File: config.mk
export PLATFORM = sky130hd
export DESIGN_NAME = bit_slot_deserializer
export DESIGN_NICKNAME = d
export VERILOG_FILES = /design/src/rtl/bit_slot_deserializer_pkg.sv /design/src/rtl/bit_slot_deserializer_slot_counter.sv /design/src/rtl/bit_slot_deserializer.sv
export SDC_FILE = /design/constraint.sdc
export NUM_CORES = 1
export LEC_CHECK = 0
export ABC_AREA = 0
export CAP_MARGIN = 20
export CORE_UTILIZATION = 41
export CTS_CLUSTER_SIZE = 14
export DETAILED_ROUTE_END_ITERATION = 7
export HOLD_SLACK_MARGIN = 0.06
export PLACE_DENSITY = 0.78
export SYNTH_ARGS = -nofsm -noshare
export SYNTH_HDL_FRONTEND = slang
export SYNTH_SLANG_ARGS = --single-unit
File: constraint.sdc
create_clock -name clk -period 1.55 [get_ports clk]
set_clock_uncertainty 0.1 [all_clocks]
set_input_delay 0.31 -clock clk [delete_from_list [all_inputs] [get_ports clk]]
set_output_delay 0.31 -clock clk [all_outputs]
set_load 0.01 [all_outputs]
File: src/rtl/bit_slot_deserializer_pkg.sv
// Shared definitions for the bit-slot deserializer and its serializer-side mux.
//   DEFAULT_WIDTH : default word width (number of slots), common to both ends
//   out_state_t   : state of the one-word output holding register
package bit_slot_deserializer_pkg;

    localparam int DEFAULT_WIDTH = 4;

    typedef enum logic {
        OUT_EMPTY = 1'b0,
        OUT_FULL  = 1'b1
    } out_state_t;

endpackage

File: src/rtl/bit_slot_deserializer_slot_counter.sv
// Modulo-WIDTH slot counter.
//   clk   : rising-edge clock
//   rst_n : asynchronous active-low reset
//   clear : synchronous clear to slot 0 (takes priority over inc)
//   inc   : advance to the next slot, wrapping WIDTH-1 -> 0
//   idx   : current slot
//   last  : idx == WIDTH-1
module slot_counter
    import bit_slot_deserializer_pkg::*;
#(
    parameter int WIDTH = DEFAULT_WIDTH,
    parameter int SEL_W = $clog2(WIDTH)
) (
    input  logic             clk,
    input  logic             rst_n,
    input  logic             clear,
    input  logic             inc,
    output logic [SEL_W-1:0] idx,
    output logic             last
);

    localparam logic [SEL_W-1:0] LAST_IDX = SEL_W'(WIDTH - 1);

    assign last = (idx == LAST_IDX);

    always_ff @(posedge clk or negedge rst_n) begin
        if (!rst_n) begin
            idx <= '0;
        end else if (clear) begin
            idx <= '0;
        end else if (inc) begin
            idx <= last ? '0 : idx + SEL_W'(1);
        end
    end

endmodule

File: src/rtl/bit_slot_deserializer.sv
// Serial-in, parallel-out word assembler (inverse of the sel-indexed bit mux).
// One bit is accepted per bit_valid/bit_ready handshake and written into the
// slot given by slot_idx. The accept that fills the last slot loads the full
// word into a one-word holding register presented on data_valid/data_ready.
//   clk        : rising-edge clock
//   rst_n      : asynchronous active-low reset
//   clear      : synchronous discard of the partial word (held word kept)
//   bit_in     : serial data bit
//   bit_valid  : bit_in is valid
//   bit_ready  : a bit is accepted this cycle
//   slot_idx   : slot the next accepted bit fills
//   data_out   : assembled word
//   data_valid : data_out holds a complete word
//   data_ready : downstream consumes the word
module bit_slot_deserializer
    import bit_slot_deserializer_pkg::*;
#(
    parameter int WIDTH     = DEFAULT_WIDTH,
    parameter int SEL_W     = $clog2(WIDTH),
    parameter bit MSB_FIRST = 1'b0
) (
    input  logic             clk,
    input  logic             rst_n,
    input  logic             clear,
    input  logic             bit_in,
    input  logic             bit_valid,
    output logic             bit_ready,
    output logic [SEL_W-1:0] slot_idx,
    output logic [WIDTH-1:0] data_out,
    output logic             data_valid,
    input  logic             data_ready
);

    // Map a slot number to the bit position it fills in the word.
    function automatic logic [SEL_W-1:0] slot_to_bit(input logic [SEL_W-1:0] slot);
        if (MSB_FIRST) begin
            return SEL_W'(WIDTH - 1) - slot;
        end
        return slot;
    endfunction

    logic             slot_last;
    logic             accept;
    logic             word_done;
    logic [SEL_W-1:0] bit_pos;
    logic [WIDTH-1:0] asm_word_p0;
    logic [WIDTH-1:0] asm_next;
    logic [WIDTH-1:0] out_word_p1;
    out_state_t       state_p1;

    // Only the final bit can stall: it needs room in the holding register.
    // Gating with rst_n keeps bit_ready low for the whole reset interval.
    assign bit_ready = rst_n && !clear && (!slot_last || !data_valid || data_ready);
    assign accept    = bit_valid && bit_ready;
    assign word_done = accept && slot_last;
    assign bit_pos   = slot_to_bit(slot_idx);

    slot_counter #(
        .WIDTH (WIDTH),
        .SEL_W (SEL_W)
    ) u_slot_counter (
        .clk   (clk),
        .rst_n (rst_n),
        .clear (clear),
        .inc   (accept),
        .idx   (slot_idx),
        .last  (slot_last)
    );

    // Assembly word including the bit being presented; on the final slot this
    // is the complete word loaded into the holding register.
    always_comb begin
        asm_next          = asm_word_p0;
        asm_next[bit_pos] = bit_in;
    end

    // Stage p0: assembly register
    always_ff @(posedge clk or negedge rst_n) begin
        if (!rst_n) begin
            asm_word_p0 <= '0;
        end else if (clear || word_done) begin
            asm_word_p0 <= '0;
        end else if (accept) begin
            asm_word_p0 <= asm_next;
        end
    end

    // Stage p1: output holding register and its FSM. A load only happens when
    // bit_ready allowed the final bit, so a held, undrained word is never
    // overwritten.
    always_ff @(posedge clk or negedge rst_n) begin
        if (!rst_n) begin
            out_word_p1 <= '0;
            state_p1    <= OUT_EMPTY;
        end else begin
            if (word_done) begin
                out_word_p1 <= asm_next;
            end
            case (state_p1)
                OUT_EMPTY: begin
                    if (word_done) begin
                        state_p1 <= OUT_FULL;
                    end
                end
                OUT_FULL: begin
                    if (data_ready && !word_done) begin
                        state_p1 <= OUT_EMPTY;
                    end
                end
                default: state_p1 <= OUT_EMPTY;
            endcase
        end
    end

    assign data_out   = out_word_p1;
    assign data_valid = (state_p1 == OUT_FULL);

endmodule

* Word level (Yosys, flattened, before mapping)
Cells that the tools add are included.
W data, S select, Z words.
** Storage, ports and cells
- Register bits :: 11
- Bits in writable memories :: 0
- Bits in latches :: 0
- Memory bits (read-only) :: 0
- Input port bits :: 6
- Memories :: 0
- Output and inout bits :: 8
** Cells by class
- Muxes and demuxes :: 11
- Reductions and logical operators :: 15
- Shift-type cells :: 0
- Add/subtract/negate cells :: 1
- Multipliers :: 0
- Divide/modulo/power cells :: 0
- Bitwise logic cells :: 1
- Eq/ne operators :: 1
- Magnitude comparators :: 2
** Operators with widths (number)
- $mux W4 :: 2
- $logic_and A1 B1 Y1 :: 6
- $mux W2 :: 3
- $bwmux W4 :: 1
- $logic_not A1 Y1 :: 4
- $reduce_bool A2 Y1 :: 2
- $logic_or A1 B1 Y1 :: 3
- $lt A2 B3 Y1 const B :: 1
- $mux W1 :: 3
- $add A2 B1 Y2 const B :: 1
- $demux W1 S2 :: 1
- $eq A2 B2 Y1 const B :: 1
- $ge A2 B1 Y1 const B :: 1
- $pmux W1 S2 :: 1
- $not A1 Y1 :: 1

* Longest topological paths before layout
Gate-level depths: netlist of the first run.
- Word-level depth :: 11
- Gate-level depth with buffers :: 5
- Mapped depth without buffers :: 5

* Modules after synthesis
From an unflattened synthesis of the first run, not the netlist that was laid out.
** Second synthesis, totals
- Cells, all modules :: 45
- Area total of the unflattened synthesis :: 570.5 um^2
** Modules (own cells, without submodules)
- bit_slot_deserializer :: area an instance 470.5 um^2, instances 1, cells an instance 37
- slot_counter :: area an instance 100.1 um^2, instances 1, cells an instance 8

* Worst setup path before layout of the first run
No wires, ideal clock.
- Path type :: flip-flop to flip-flop
- From :: register u_slot_counter.idx[0]
- To :: register u_slot_counter.idx[1]
- Period minus slack after synthesis :: 1.760 ns
- Data required time :: 1.355 ns
- Stages on the path, launching flop included :: 6
- Arrival time :: 1.565 ns
- Path slack :: -0.210 ns
- Path buffers :: 1
- Cell sequence :: dfrtp_1 -> ha_1 -> and3b_1 -> buf_6 -> or4b_1 -> o31ai_1
** On the way
- Word-level cells in the longest chain between the ends :: 7
- Elaborated cells between the ends (all ways) :: 11
** Ends and longest elaborated chain
- start: declaration :: RTL line bit_slot_deserializer_slot_counter.sv:18 : output logic [SEL_W-1:0] idx,
- start signal: assignment :: RTL line bit_slot_deserializer_slot_counter.sv:32 : idx <= last ? '0 : idx + SEL_W'(1);
- parallel branches: the longest is 7 deep, another holds $add A2 B1 Y2
Parallel ways; which one is timed is not known. The select of a mux whose other input is x is not followed.
A chain may end at the register's enable or synchronous reset.

* Worst setup path in the final report of the first run
- From :: register u_slot_counter.idx[0]
- To :: output bit_ready
** On the way
- Word-level cells in the longest chain between the ends :: 5
** Ends and longest elaborated chain
- $eq A2 B2 Y1 :: RTL line bit_slot_deserializer_slot_counter.sv:24 : assign last = (idx == LAST_IDX);
- $logic_not A1 Y1 :: RTL line bit_slot_deserializer.sv:53 : assign bit_ready = rst_n && !clear && (!slot_last || !data_valid || data_ready);
- $logic_or A1 B1 Y1 (2 in series) :: RTL line bit_slot_deserializer.sv:53
- $logic_and A1 B1 Y1 :: RTL line bit_slot_deserializer.sv:53
- end: declaration :: RTL line bit_slot_deserializer.sv:27 : output logic bit_ready,
No other way between the ends.

==> results.json, run 1 <==
{
  "outcome": "finished, violations left",
  "failed_checks": "negative setup slack",
  "grt_usage": 0.193,
  "wire_per_inst_um": 14.6,
  "drive_above_1_share": 0.481,
  "relSlewSlack": 0.830,
  "path_class": "reg2out",
  "synth_top_cell_area_share": 0.443,
  "drv_cap": 0,
  "grt_pass1_wl_mm": 1.86,
  "tightest_slew_ns": 0.251,
  "cp.arrival_ns": 1.31,
  "grt_antenna_before_repair": 0,
  "row_count": 13,
  "powerDensity_nw_per_um2": 619,
  "via_per_inst": 5.27,
  "yosysTopAreaCell": "dfrtp_1",
  "avgSynthCellArea_um2": 11.3,
  "setup_tns_ns": -0.307,
  "setup.worst_path.end_class": "primary output",
  "overflow": 0,
  "drcViolationCount": 0,
  "ir_worst_vdd_uv": 465,
  "ios": 14,
  "nets": 93,
  "finish.utilization": 0.729,
  "place.gp.congestion": 0.822,
  "grt_pass1_vias": 457,
  "max_freq_mhz": 582,
  "ys_types": 18,
  "post-route-min-period_ns": 1.72,
  "rsz0062_at_grt": "yes",
  "finalHoldViolCount": 0,
  "dp_slack_ns": -0.518,
  "syn-num-nets": 60,
  "hold_class": "reg2reg",
  "area_growth_pct": 66.1,
  "dieArea_um2": 1530,
  "seq_area_frac_synth": 0.443,
  "die_w_um": 39.1,
  "synth_area_leaders": "dfrtp_1 44%, mux2_2 14%, ha_1 8.9%",
  "fp.coreArea_um2": 1280,
  "cts_tree": "yes",
  "grt_start_max_net_pins": 10,
  "clkLatencyLatePin_ns": 0.27,
  "cts_sinks": 10,
  "fin_crit_sh": 1.11,
  "final_max_slew_viol_count": 0,
  "clkTransAtPathRegs_ns": 0.06,
  "synth_warnings": 0,
  "total_power_mw": 0.580,
  "firstDrtPassIters": 4,
  "worst_ep_required_time_ns": 1.14,
  "port_buffers": 13,
  "root_buffer": "clkbuf_4",
  "setup_viol": 4,
  "p_leak_nw": 0.480,
  "finalWorstSetupSlack_ns": -0.167,
  "vias": 506,
  "start_util": 0.439,
  "synth_seq_cells": 10,
  "synth_area_um2": 564,
  "syn_inst": 50,
  "drt_iter0_markers": 8,
  "start_kind": "flip-flop",
  "n_antenna_cell": 0,
  "dieHeight_um": 39.1,
  "crit_fanout": 2,
  "htree_levels": 1,
  "antenna_left": 0,
  "postRouteWirelength_mm": 1.40,
  "clockBufferDepth": 2,
  "fillCellCount": 99,
  "dp_hpwl_um": 901,
  "cts_buffers": 3
}
[state kept, by name, indices dropped and copies added, names as in the netlist]
| register | count |
|---|---|
| asm_word_p0 | 3 |
| data_out | 4 |
| u_slot_counter.idx | 2 |
| data_valid | 1 |
[layout by cell type, fill, tap and decap left out, drive strengths merged]
cell type      instances
dfrtp                 10
clkdlybuf4s50          5
nor3                   3
inv                    2
clkbuf                 3
or4b                   1
nand4bb                1
ha                     4
mux2                   7
or4                    1
nor3b                  1
nor4b                  1
nand2                  2
dlymetal6s2s           2
dlygate4sd2            5
o31ai                  2
and3b                  1
buf                   18
dlygate4sd3            1
o2bb2ai                3
nand2b                 4
nor2                   4
[path summary, 6_finish.rpt]
path                                                   startpoint                           endpoint  slack [ns]  depth (start not counted)
worst max-delay path            u_slot_counter.idx[0]$_DFFE_PN0P_                          bit_ready       -0.17                          4
worst min-delay path                      data_out[2]$_DFFE_PN0P_            data_out[2]$_DFFE_PN0P_        0.40                          1
worst max register to register  u_slot_counter.idx[0]$_DFFE_PN0P_  u_slot_counter.idx[1]$_DFFE_PN0P_       -0.12                          5
worst min register to register            data_out[2]$_DFFE_PN0P_            data_out[2]$_DFFE_PN0P_        0.40                          1
max in group asynchronous                                   rst_n            data_out[0]$_DFFE_PN0P_        0.73                          3
min in group asynchronous                                   rst_n  u_slot_counter.idx[1]$_DFFE_PN0P_        0.45                          3
[what timing repair did]
| item | CTS | global route |
|---|---|---|
| hold buffers | 0 | 1 |
| setup buffers | 0 | 2 |
| pin swaps | 1 | 2 |
| setup endpoints to repair | 12 | 13 |
| gates resized for setup | 19 | 13 |
| endpoints found under the hold margin | 0 | 10 |
[cell type report]
type	count	area (µm²)	area share
clock buffers	3	22.5	0.0240
repair buffers	31	273	0.291
multi-input cells	35	353	0.377
flip-flops and latches	10	250	0.267
well taps	15	18.8	0.0200
inverters	2	20.0	0.0214
[critical path, stage by stage, from the launching register on]
cell     delay [ns]
dfrtp_1        0.40
ha_2           0.18
and3b_1        0.18
nor3b_2        0.14
buf_2          0.14
[cells in the mapped netlist, drive strengths merged]
library cell,number
nor3,3
o2bb2ai,3
nand2,2
dfrtp,10
nor4b,1
nor2,4
nand2b,4
o31ai,2
and3b,1
or4,1
mux2,7
inv,2
or4b,1
ha,4
nand4bb,1
nor3b,1
buf,1
clkbuf,2
[metal layers]
metal / vias to the layer above / global-route usage / share of wire
li1: 241 / - / -
met1: 249 / 0.236 / 0.41
met2: 12 / 0.288 / 0.53
met3: 4 / 0.0347 / 0.041
met4: 0 / 0.164 / 0.019
met5: - / 0 / 0
[cell families after synthesis]
| kind of cell | synth area share |
|---|---|
| muxes | 0.140 |
| and+or+nand+nor | 0.208 |
| AOI/OAI and AO/OA | 0.0732 |
| buffers and inverters | 0.0466 |
| adders and majority gates | 0.0887 |
| DFF | 0.443 |
[power breakdown]
group	internal, mW	leakage [nW]	switching (mW)
Sequential	0.268	0.138	0.00418
Clock	0.0896	0.0138	0.0869
Combinational	0.0743	0.328	0.0566
[metrics by stage]
step / std cells / hold slack [ns] / instance area (µm²)
after global placement: 90 / 0.388 / 815
final: 96 / 0.405 / 937
after CTS: 93 / 0.290 / 868
after floorplan: 50 / -0.0856 / 572
after detailed placement: 90 / 0.399 / 815
after global routing: 96 / 0.424 / 937
No activity file was read; power rests on OpenSTA's default activity.
==> inputs of run 2 (changes only) <==
--- a/config.mk
+++ b/config.mk
@@ -12,6 +12,7 @@
 export DETAILED_ROUTE_END_ITERATION = 7
 export HOLD_SLACK_MARGIN = 0.06
 export PLACE_DENSITY = 0.78
+export RECOVER_POWER = 100
 export SYNTH_ARGS = -nofsm -noshare
 export SYNTH_HDL_FRONTEND = slang
 export SYNTH_SLANG_ARGS = --single-unit
==> results.json, run 2 (synthesized netlist as in run 1, its figures left out) <==
{
  "fin_crit_sh": 1.11,
  "failed_checks": "negative setup slack",
  "p_leak_nw": 0.435,
  "final_cells": 96,
  "wire_per_inst_um": 14.6,
  "drcViolationCount": 0,
  "start_util": 0.439,
  "firstDrtPassIters": 4,
  "grt_antenna_before_repair": 0,
  "finalWorstSetupSlack_ns": -0.167,
  "antenna_left": 0,
  "setup_tns_ns": -0.861,
  "max_freq_mhz": 582,
  "setup.worst_path.end_class": "primary output",
  "overflow": 0,
  "tightest_slew_ns": 0.424,
  "ios": 14,
  "crit_chain": "ha_2 > and3b_1 > nor3b_2 > buf_2",
  "place_inst": 90,
  "post-route-min-period_ns": 1.72,
  "dp_hpwl_um": 901,
  "setup_viol": 7,
  "ir_worst_vdd_uv": 473,
  "final_common_cell": "buf_4",
  "cp.arrival_ns": 1.31,
  "total_power_mw": 0.577,
  "cts_buffers": 3,
  "grt_pass1_wl_mm": 1.86,
  "nets": 93,
  "via_per_inst": 5.32,
  "htree_levels": 1,
  "cts_sinks": 10,
  "drive_above_1_share": 0.432,
  "rsz0062_at_grt": "yes",
  "powerDensity_nw_per_um2": 632,
  "fillCellCount": 104,
  "n_antenna_cell": 0,
  "critPathLaunch": "u_slot_counter.idx[0]$_DFFE_PN0P_",
  "clkTransAtPathRegs_ns": 0.06,
  "port_buffers": 13,
  "worst_ep_required_time_ns": 1.14,
  "grt_start_max_net_pins": 10,
  "relSlewSlack": 0.717,
  "start_kind": "flip-flop",
  "grt_pass1_vias": 457,
  "largest_reg_flops": 4,
  "finalHoldViolCount": 0,
  "grt_usage": 0.193,
  "die_w_um": 39.1,
  "root_buffer": "clkbuf_4",
  "vias": 511,
  "fp.coreArea_um2": 1280,
  "crit_fanout": 2,
  "final_max_slew_viol_count": 0,
  "place.gp.congestion": 0.822,
  "critPathMaxStageDelay_ns": 0.40,
  "layout_common_cells": "11 x buf_4, 10 x dfrtp_1, 6 x mux2_2, 5 x clkdlybuf4s50_1, 5 x dlygate4sd2_1",
  "crit_end": "bit_ready",
  "finish.utilization": 0.711,
  "clkLatencyLatePin_ns": 0.27,
  "dieHeight_um": 39.1,
  "r2r_cells": 5,
  "ff2ff_setup_slack_ns": -0.14,
  "outcome": "finished, violations left",
  "clockBufferDepth": 2,
  "dieArea_um2": 1530,
  "cts_tree": "yes",
  "postRouteWirelength_mm": 1.40,
  "rr_endpoint": "data_out[2]$_DFFE_PN0P_",
  "path_class": "reg2out",
  "critPathSlowestCell": "dfrtp_1",
  "drv_cap": 0,
  "hold_class": "reg2reg",
  "area_growth_pct": 61.9,
  "drt_iter0_markers": 11,
  "rr_startpoint": "u_slot_counter.idx[0]$_DFFE_PN0P_",
  "row_count": 13
}
[run 2: layer usage]
layer | share of wire | wire length (µm) | track usage
met2 | 0.53 | 741 | 0.288
met5 | 0 | 0 | 0
met3 | 0.043 | 60 | 0.0347
met4 | 0.019 | 27 | 0.164
met1 | 0.41 | 572 | 0.236
[run 2: where the power goes]
part	internal, mW	switching (mW)	total (mW)
sequential	0.268	0.00419	0.273
clock	0.0896	0.0870	0.177
combinational	0.0714	0.0565	0.128
[run 2: worst min path at each step]
stage | to | cells after the start | startpoint
detailed placement | data_out[2]$_DFFE_PN0P_ | 1 | data_out[2]$_DFFE_PN0P_
global placement | data_out[2]$_DFFE_PN0P_ | 1 | data_out[2]$_DFFE_PN0P_
CTS | u_slot_counter.idx[1]$_DFFE_PN0P_ | 2 | rst_n
finish | data_out[0]$_DFFE_PN0P_ | 1 | data_out[0]$_DFFE_PN0P_
global route | data_out[3]$_DFFE_PN0P_ | 1 | data_out[3]$_DFFE_PN0P_
floorplan | asm_word_p0[0]$_DFFE_PN0P_ | 0 | rst_n
[run 2: timing repair]
action                                 in CTS  in global routing
setup buffers                               0                  2
hold buffers                                0                  1
setup endpoints to repair                  12                 13
pin swaps                                   1                  2
gates resized for setup                    19                 13
endpoints found under the hold margin       0                 10
cloned                                      0                  0
[run 2: layout make-up]
type	instances	area (µm²)	share of cell area
multi-input cells	35	353	0.386
flip-flops and latches	10	250	0.274
repair buffers	31	249	0.273
clock buffers	3	22.5	0.0247
inverters	2	20.0	0.0219
well taps	15	18.8	0.0205
[run 2: critical path: cells and delay by family (launching register included)]
family	cells	cell delay, ns
adder cells (fa/ha/maj)	1	0.18
AND/OR/NAND/NOR	2	0.32
buffers and inverters	1	0.14
flip-flops	1	0.40
[run 2: stage by stage]
step	hold slack, ns	setup slack, ns	instance area [µm²]
after floorplan	-0.0856	-0.103	572
after global placement	0.388	-0.507	815
after detailed placement	0.399	-0.518	815
after CTS	0.290	-0.168	868
after global routing	0.424	-0.244	913
final	0.406	-0.167	913
==> inputs of run 3 (changes only) <==
--- a/config.mk
+++ b/config.mk
@@ -7,6 +7,7 @@
 export LEC_CHECK = 0
 export ABC_AREA = 0
 export CAP_MARGIN = 20
+export CORE_MARGIN = 2
 export CORE_UTILIZATION = 41
 export CTS_CLUSTER_SIZE = 14
 export DETAILED_ROUTE_END_ITERATION = 7
==> results.json, run 3 (synthesized netlist as in run 1, its figures left out) <==
{
  "clkTransAtPathRegs_ns": 0.07,
  "via_per_inst": 5.32,
  "dieHeight_um": 41.1,
  "fin_hold_ws_ns": 0.151,
  "worst_ep_required_time_ns": 1.14,
  "area_growth_pct": 58.3,
  "largest_reg_flops": 4,
  "fin_crit_sh": 1.13,
  "die_w_um": 41.1,
  "finalWorstSetupSlack_ns": -0.195,
  "rsz0062_at_grt": "yes",
  "overflow": 0,
  "drcViolationCount": 0,
  "crit_fanout": 2,
  "rr_endpoint": "data_out[0]$_DFFE_PN0P_",
  "max_freq_mhz": 573,
  "grt_pass1_vias": 495,
  "path_class": "reg2out",
  "cts_buffers": 3,
  "postRouteWirelength_mm": 1.50,
  "drive_above_1_share": 0.418,
  "dpl_cell_area_um2": 815,
  "setup_viol": 7,
  "row_count": 13,
  "finalHoldViolCount": 0,
  "final_cells": 94,
  "grt_pass1_wl_mm": 2.16,
  "cts_sinks": 10,
  "ff2ff_setup_slack_ns": -0.13,
  "n_antenna_cell": 0,
  "clockBufferDepth": 2,
  "setup.worst_path.end_class": "primary output",
  "powerDensity_nw_per_um2": 642,
  "ios": 14,
  "p_leak_nw": 0.420,
  "cts_tree": "yes",
  "relSlewSlack": 0.723,
  "drv_cap": 0,
  "antenna_left": 0,
  "firstDrtPassIters": 4,
  "post-route-min-period_ns": 1.74,
  "clkLatencyLatePin_ns": 0.26,
  "fp.coreArea_um2": 1300,
  "wire_per_inst_um": 16.0,
  "outcome": "finished, violations left",
  "postLayoutCellArea_um2": 893,
  "ir_worst_vdd_uv": 451,
  "place_inst": 90,
  "port_buffers": 13,
  "grt_usage": 0.213,
  "nets": 91,
  "vias": 500,
  "dp_hpwl_mm": 1.04,
  "grt_antenna_before_repair": 0,
  "grt_start_max_net_pins": 10,
  "htree_levels": 1,
  "hold_class": "in2async",
  "drt_iter0_markers": 11,
  "start_kind": "flip-flop",
  "cp.arrival_ns": 1.33,
  "place.gp.congestion": 0.831,
  "final_max_slew_viol_count": 0,
  "layout_common_cells": "10 x dfrtp_1, 10 x buf_4, 7 x mux2_2, 6 x dlygate4sd2_1",
  "r2r_cells": 5,
  "tightest_slew_ns": 0.415,
  "start_util": 0.434,
  "failed_checks": "negative setup slack",
  "root_buffer": "clkbuf_4",
  "rr_startpoint": "u_slot_counter.idx[1]$_DFFE_PN0P_",
  "dieArea_um2": 1690
}
==> run 3: critical path, cell delays in order, from the launching register on <==
cell	delay, ns
dfrtp_1	0.39
ha_2	0.19
and3b_1	0.18
nor3b_2	0.16
buf_2	0.15
==> run 3: per-layer routing <==
metal | up-vias | global-route usage | share of wire
met4 | 0 | 0.169 | 0.035
met1 | 232 | 0.237 | 0.40
li1 | 238 | - | -
met2 | 22 | 0.344 | 0.52
met3 | 8 | 0.0489 | 0.050
met5 | - | 0 | 0
==> run 3: worst max-delay path by stage <==
stage                                   endpoint                         startpoint
2_1_floorplan  u_slot_counter.idx[1]$_DFFE_PN0P_  u_slot_counter.idx[1]$_DFFE_PN0P_
3_5_place_dp                           bit_ready                         data_ready
6_report                               bit_ready  u_slot_counter.idx[1]$_DFFE_PN0P_
5_1_grt                                bit_ready  u_slot_counter.idx[1]$_DFFE_PN0P_
4_1_cts                                bit_ready  u_slot_counter.idx[1]$_DFFE_PN0P_
3_3_place_gp                           bit_ready                         data_ready
==> run 3: final cells by class <==
type	count	area (µm²)
flip-flops and latches	10	250
repair buffers	29	229
multi-input cells	35	358
inverters	2	15.0
well taps	15	18.8
clock buffers	3	22.5
fillers	128	408
==> run 3: where the power goes <==
part	leakage (nW)	internal (mW)	switching, mW	total, mW
clock	0.0138	0.0895	0.0881	0.178
combinational	0.268	0.0661	0.0582	0.124
sequential	0.138	0.268	0.00388	0.272
==> run 3: metrics by stage <==
step	worst slack, ns	setup TNS [ns]	utilization	power (mW)
floorplan	-0.103	-0.138	-	0.320
global placement	-0.511	-2.81	0.626	0.381
detailed placement	-0.565	-3.31	0.626	0.385
CTS	-0.209	-0.438	0.678	0.572
global route	-0.254	-1.50	0.687	0.603
finish	-0.195	-0.815	0.687	0.574
==> run 3: repair_timing <==
item                                    in CTS  in global routing
hold buffers                                 1                  0
buffers inserted                             0                  0
endpoints found under the setup margin      16                 13
endpoints found under the hold margin        3                  0
pin swaps                                    2                  1
resized for setup                           23                  8
==> patch 1: new RTL, settings of run 2 <==
`DEFAULT_WIDTH`: 4 -> 8.
--- a/src/rtl/bit_slot_deserializer_pkg.sv
+++ b/src/rtl/bit_slot_deserializer_pkg.sv
@@ -3,7 +3,7 @@
 //   out_state_t   : state of the one-word output holding register
 package bit_slot_deserializer_pkg;
 
-    localparam int DEFAULT_WIDTH = 4;
+    localparam int DEFAULT_WIDTH = 8;
 
     typedef enum logic {
         OUT_EMPTY = 1'b0,
Interface: changed (resized data_out and slot_idx); port bits go from 14 to 19. No check against the original RTL was run, so the function may have changed too.
==> patch 1 against run 2 <==
The run still ends with setup timing left. Synthesized area is 83% higher. Final area increased by 93%. Combinational power up 5%. Sequential cell count up 10. Worst hold slack got worse by 110 ps. Clock power rose to 2.5 times the old value. Total power up 92%. Critical path depth grew 1. Wire length grew to 2.6 times the old value. Setup slack worse by 290 ps. Fmax down 15%.
==> patch 1: results (changes against run 2) <==
Status
  – Status: complete, but fails checks (unchanged)
  – Failing checks: setup timing (unchanged)

Route
  – Routed len/inst: 22.3 µm (was 14.6 µm)
  – Via/cell ratio: 6.05 (was 5.32)

Critical path
  – Worst reg2reg path endpoint: asm_word_p0[2] (was data_out[2])
  – R2r setup slk: -300 ps (was -140 ps)
  – CP peak stage delay: 420 ps (was 400 ps)
  – CP Data Arrival Time: 1600 ps (was 1310 ps)

GRT
  – Vias in the first global route: 879 (was 457)
  – GRT Total Usage: 24.2% (was 19.3%)

Finish
  – Layout Nets: 144 (was 93)
  – Layout cells sized above 1: 60.0% (was 43.2%)

STA
  – Final WS setup: -460 ps (was -167 ps)
  – Minimum hold slack: 299 ps (was 406 ps)
  – Final setup viols: 23 (was 7)

Power
  – LEAKAGE: 0.792 nW (was 0.435 nW)
  – Psw: 255 µW (was 148 µW)

Clock network
  – Clock transition at path regs: 130 ps (was 60 ps)
  – Clk_lat worst skew: 330 ps (was 270 ps)
  – Post-CTS resize count: 46 (was 19)

Yosys
  – Register area share after synthesis: 48.4% (was 44.3%)
  – Unique cell type count in the Yosys netlist: 26 (was 18)
  – Most frequent cells after synthesis: 20 x dfrtp_1, 7 x a21oi_1, 5 x mux2_2, 5 x mux2_4, 5 x nand3b_1 (was 10 x dfrtp_1, 7 x mux2_2, 4 x ha_1, 4 x nand2b_1, 4 x nor2_1)

Place
  – # port buffers: 18 (was 13)

Hold path
  – Tightest Hold Check Type: in2async (was reg2reg)
## patch 1: cell count changes in the layout (fill, tap and decap cells not counted), moves of 4 or more
cell / run 2 / this run
a21oi_2: 0 / 6
a32o_1: 0 / 4
buf_4: 11 / 17
buf_6: 2 / 12
dfrtp_1: 10 / 19
mux2_4: 1 / 7
nand3b_1: 0 / 5
nor2_1: 4 / 0
## patch 1: cell type report
type | instances | area share (%)
Multi-Input combinational cell | 59 | 39.5
Timing Repair Buffer | 50 | 26.7
Clock inverter | 1 | 1.70
Clock buffer | 3 | 1.28
Tap cell | 28 | 1.98
Inverter | 2 | 0.425
Sequential cell | 20 | 28.4
## patch 1: cells by family after synthesis
group                      share of synthesized area (%)
adders and majority gates                           2.42
buffers and inverters                               4.72
muxes                                               15.6
DFF                                                 48.4
and+or+nand+nor                                     13.8
AOI/OAI and AO/OA                                   15.0
## patch 1: routing by layer
metal	vias up	track usage [%]
met5	-	0
met4	0	14.9
met3	18	2.61
met2	45	41.0
met1	491	29.1
li1	432	-
## patch 1: power groups by stage
stage | Combinational [mW] | Clock (mW) | Sequential [mW]
floorplan | 0.0355 | 0 | 0.538
global placement | 0.0864 | 0 | 0.536
detailed placement | 0.0895 | 0 | 0.537
CTS | 0.106 | 0.440 | 0.527
global route | 0.140 | 0.468 | 0.528
finish | 0.134 | 0.444 | 0.528
## patch 1: per-stage QoR
stage | cell area, µm² | setup WS (ps) | instances | TNS, ps
CTS | 1570 | -435 | 156 | -1760
detailed placement | 1380 | -577 | 146 | -5870
global placement | 1380 | -569 | 146 | -5120
global route | 1770 | -522 | 163 | -5480
finish | 1770 | -460 | 163 | -4550
floorplan | 1080 | -109 | 87 | -602
==> patch 2: new RTL, config.mk and constraints of run 2 <==
Made on the original files. Make the reset (`rst_n`) synchronous in 3 clocked blocks. Comments in the files are not updated.
--- a/src/rtl/bit_slot_deserializer_slot_counter.sv
+++ b/src/rtl/bit_slot_deserializer_slot_counter.sv
@@ -23,7 +23,7 @@
 
     assign last = (idx == LAST_IDX);
 
-    always_ff @(posedge clk or negedge rst_n) begin
+    always_ff @(posedge clk) begin
         if (!rst_n) begin
             idx <= '0;
         end else if (clear) begin
--- a/src/rtl/bit_slot_deserializer.sv
+++ b/src/rtl/bit_slot_deserializer.sv
@@ -75,7 +75,7 @@
     end
 
     // Stage p0: assembly register
-    always_ff @(posedge clk or negedge rst_n) begin
+    always_ff @(posedge clk) begin
         if (!rst_n) begin
             asm_word_p0 <= '0;
         end else if (clear || word_done) begin
@@ -88,7 +88,7 @@
     // Stage p1: output holding register and its FSM. A load only happens when
     // bit_ready allowed the final bit, so a held, undrained word is never
     // overwritten.
-    always_ff @(posedge clk or negedge rst_n) begin
+    always_ff @(posedge clk) begin
         if (!rst_n) begin
             out_word_p1 <= '0;
             state_p1    <= OUT_EMPTY;
Formal check against the unedited RTL: differs if rst_n is asserted again (counterexample within 4 cycles, from zero or initial values and one cycle with rst_n low); with rst_n held inactive, the same outputs for 10 cycles.
==> patch 2 against run 2 <==
The flow still finishes with violations (setup timing). Worst hold slack worse by 75 ps. Wire length is 7.8% lower. Synthesized area fell by 2.2%. Final area decreased by 9.7%. Largest cell class unchanged. Critical path depth is the same. Sequential cell count stayed put. Setup slack gained 150 ps. First-iteration DRC count did not move. Count of clock-buffer cells in the layout grew 1.
Power is not compared: it rests on default switching activity, and its combinational part moved more than twofold at a synthesized area within 25%.
==> patch 2: results (changes against run 2) <==
Yosys
  – Synth area leaders: dfxtp_1 36%, mux2i_1 18%, ha_1 9.1%, nand4_1 5.7%, o211ai_1 5.4% (was dfrtp_1 44%, mux2_2 14%, ha_1 8.9%, o2bb2ai_1 4.7%, nand2b_1 4.4%)
  – Syn Nets: 66 (was 60)
  – Mapped Cells: 56 (was 50)
  – Async set-reset flop share out of synthesis: 0% (was 100%)
  – Unique cell type count in the Yosys netlist: 19 (was 18)
  – Register area share after synthesis: 36.3% (was 44.3%)

STA
  – Final WS setup: -16.2 ps (was -167 ps)
  – Slew margin rel.: 70.8% (was 71.7%)
  – Final setup viols: 1 (was 7)
  – Minimum hold slack: 331 ps (was 406 ps)
  – Setup TNS: -16.2 ps (was -861 ps)

Hold path
  – Tightest Hold Check Type: in2reg (was reg2reg)
  – Hold path startpoint: rst_n (was data_out[0])

Finish
  – Layout Nets: 92 (was 93)
  – Layout cells sized above 1: 28.4% (was 43.2%)

GRT
  – Met1 usage: 28.0% (was 23.6%)
  – GRT Total Usage: 21.4% (was 19.3%)
  – Vias in the first global route: 477 (was 457)
  – Largest net degree at the start of global routing: 15 (was 10)

Status
  – Status: complete, but fails checks (unchanged)
  – Failing checks: setup timing (unchanged)

Place
  – Detailed placement HPWL: 916 µm (was 901 µm)
  – Placed standard-cell area: 759 µm² (was 815 µm²)
  – Pre-CTS WS: -449 ps (was -518 ps)

Critical path
  – CP peak stage delay: 350 ps (was 400 ps)
  – CP Data Arrival Time: 1160 ps (was 1310 ps)
## patch 2: report_power, final
part / total, mW / switching (mW) / leakage, nW / internal [mW]
logic: 0.0541 / 0.0238 / 0.272 / 0.0302
clock network: 0.243 / 0.0998 / 0.0210 / 0.143
registers: 0.259 / 0.00105 / 0.0816 / 0.258
total: 0.556 / 0.125 / 0.375 / 0.431
## patch 2: cells by family after synthesis
group                    Yosys count  share of synthesized area (%)
multiplexers                      10                           18.1
AO/OA/AOI/OAI                      9                           11.1
buffers and inverters              6                           5.67
AND/OR/NAND/NOR                   17                           19.7
flip-flops                        10                           36.3
adder cells (fa/ha/maj)            4                           9.07
## patch 2: final cells by class
cell class | count | area [µm²]
fillers | 97 | 347
well taps | 14 | 17.5
repair buffers | 24 | 221
multi-input cells | 40 | 335
flip-flops and latches | 10 | 203
clock buffers | 4 | 36.3
inverters | 3 | 11.3
## patch 2: repair_timing
item                       in CTS  in global routing
setup endpoints to repair      12                  6
pin swaps                       1                  1
resized for setup              15                  6
buffers inserted                2                  0
hold endpoints to repair        0                  0
## patch 2: metal layers
metal  part of all wire (%)  wire length [µm]
met5                      0                 0
met4                    1.1                14
met3                    3.3                43
met2                     48               617
met1                     48               618
## patch 2: worst max-delay path, delay by kind of cell, from the launching register on
family / cells / cell delay [ps]
fa+ha+maj: 1 / 130
flops: 1 / 350
buf+inv: 1 / 110
simple gates: 2 / 290
## patch 2: worst max path at each step
stage	endpoint	startpoint	cells past startpoint
6_report	bit_ready	u_slot_counter.idx[0]	4
5_1_grt	bit_ready	u_slot_counter.idx[0]	4
4_1_cts	bit_ready	u_slot_counter.idx[1]	4
3_5_place_dp	bit_ready	clear	4
3_3_place_gp	bit_ready	clear	4
2_1_floorplan	data_out[0]	u_slot_counter.idx[1]	4
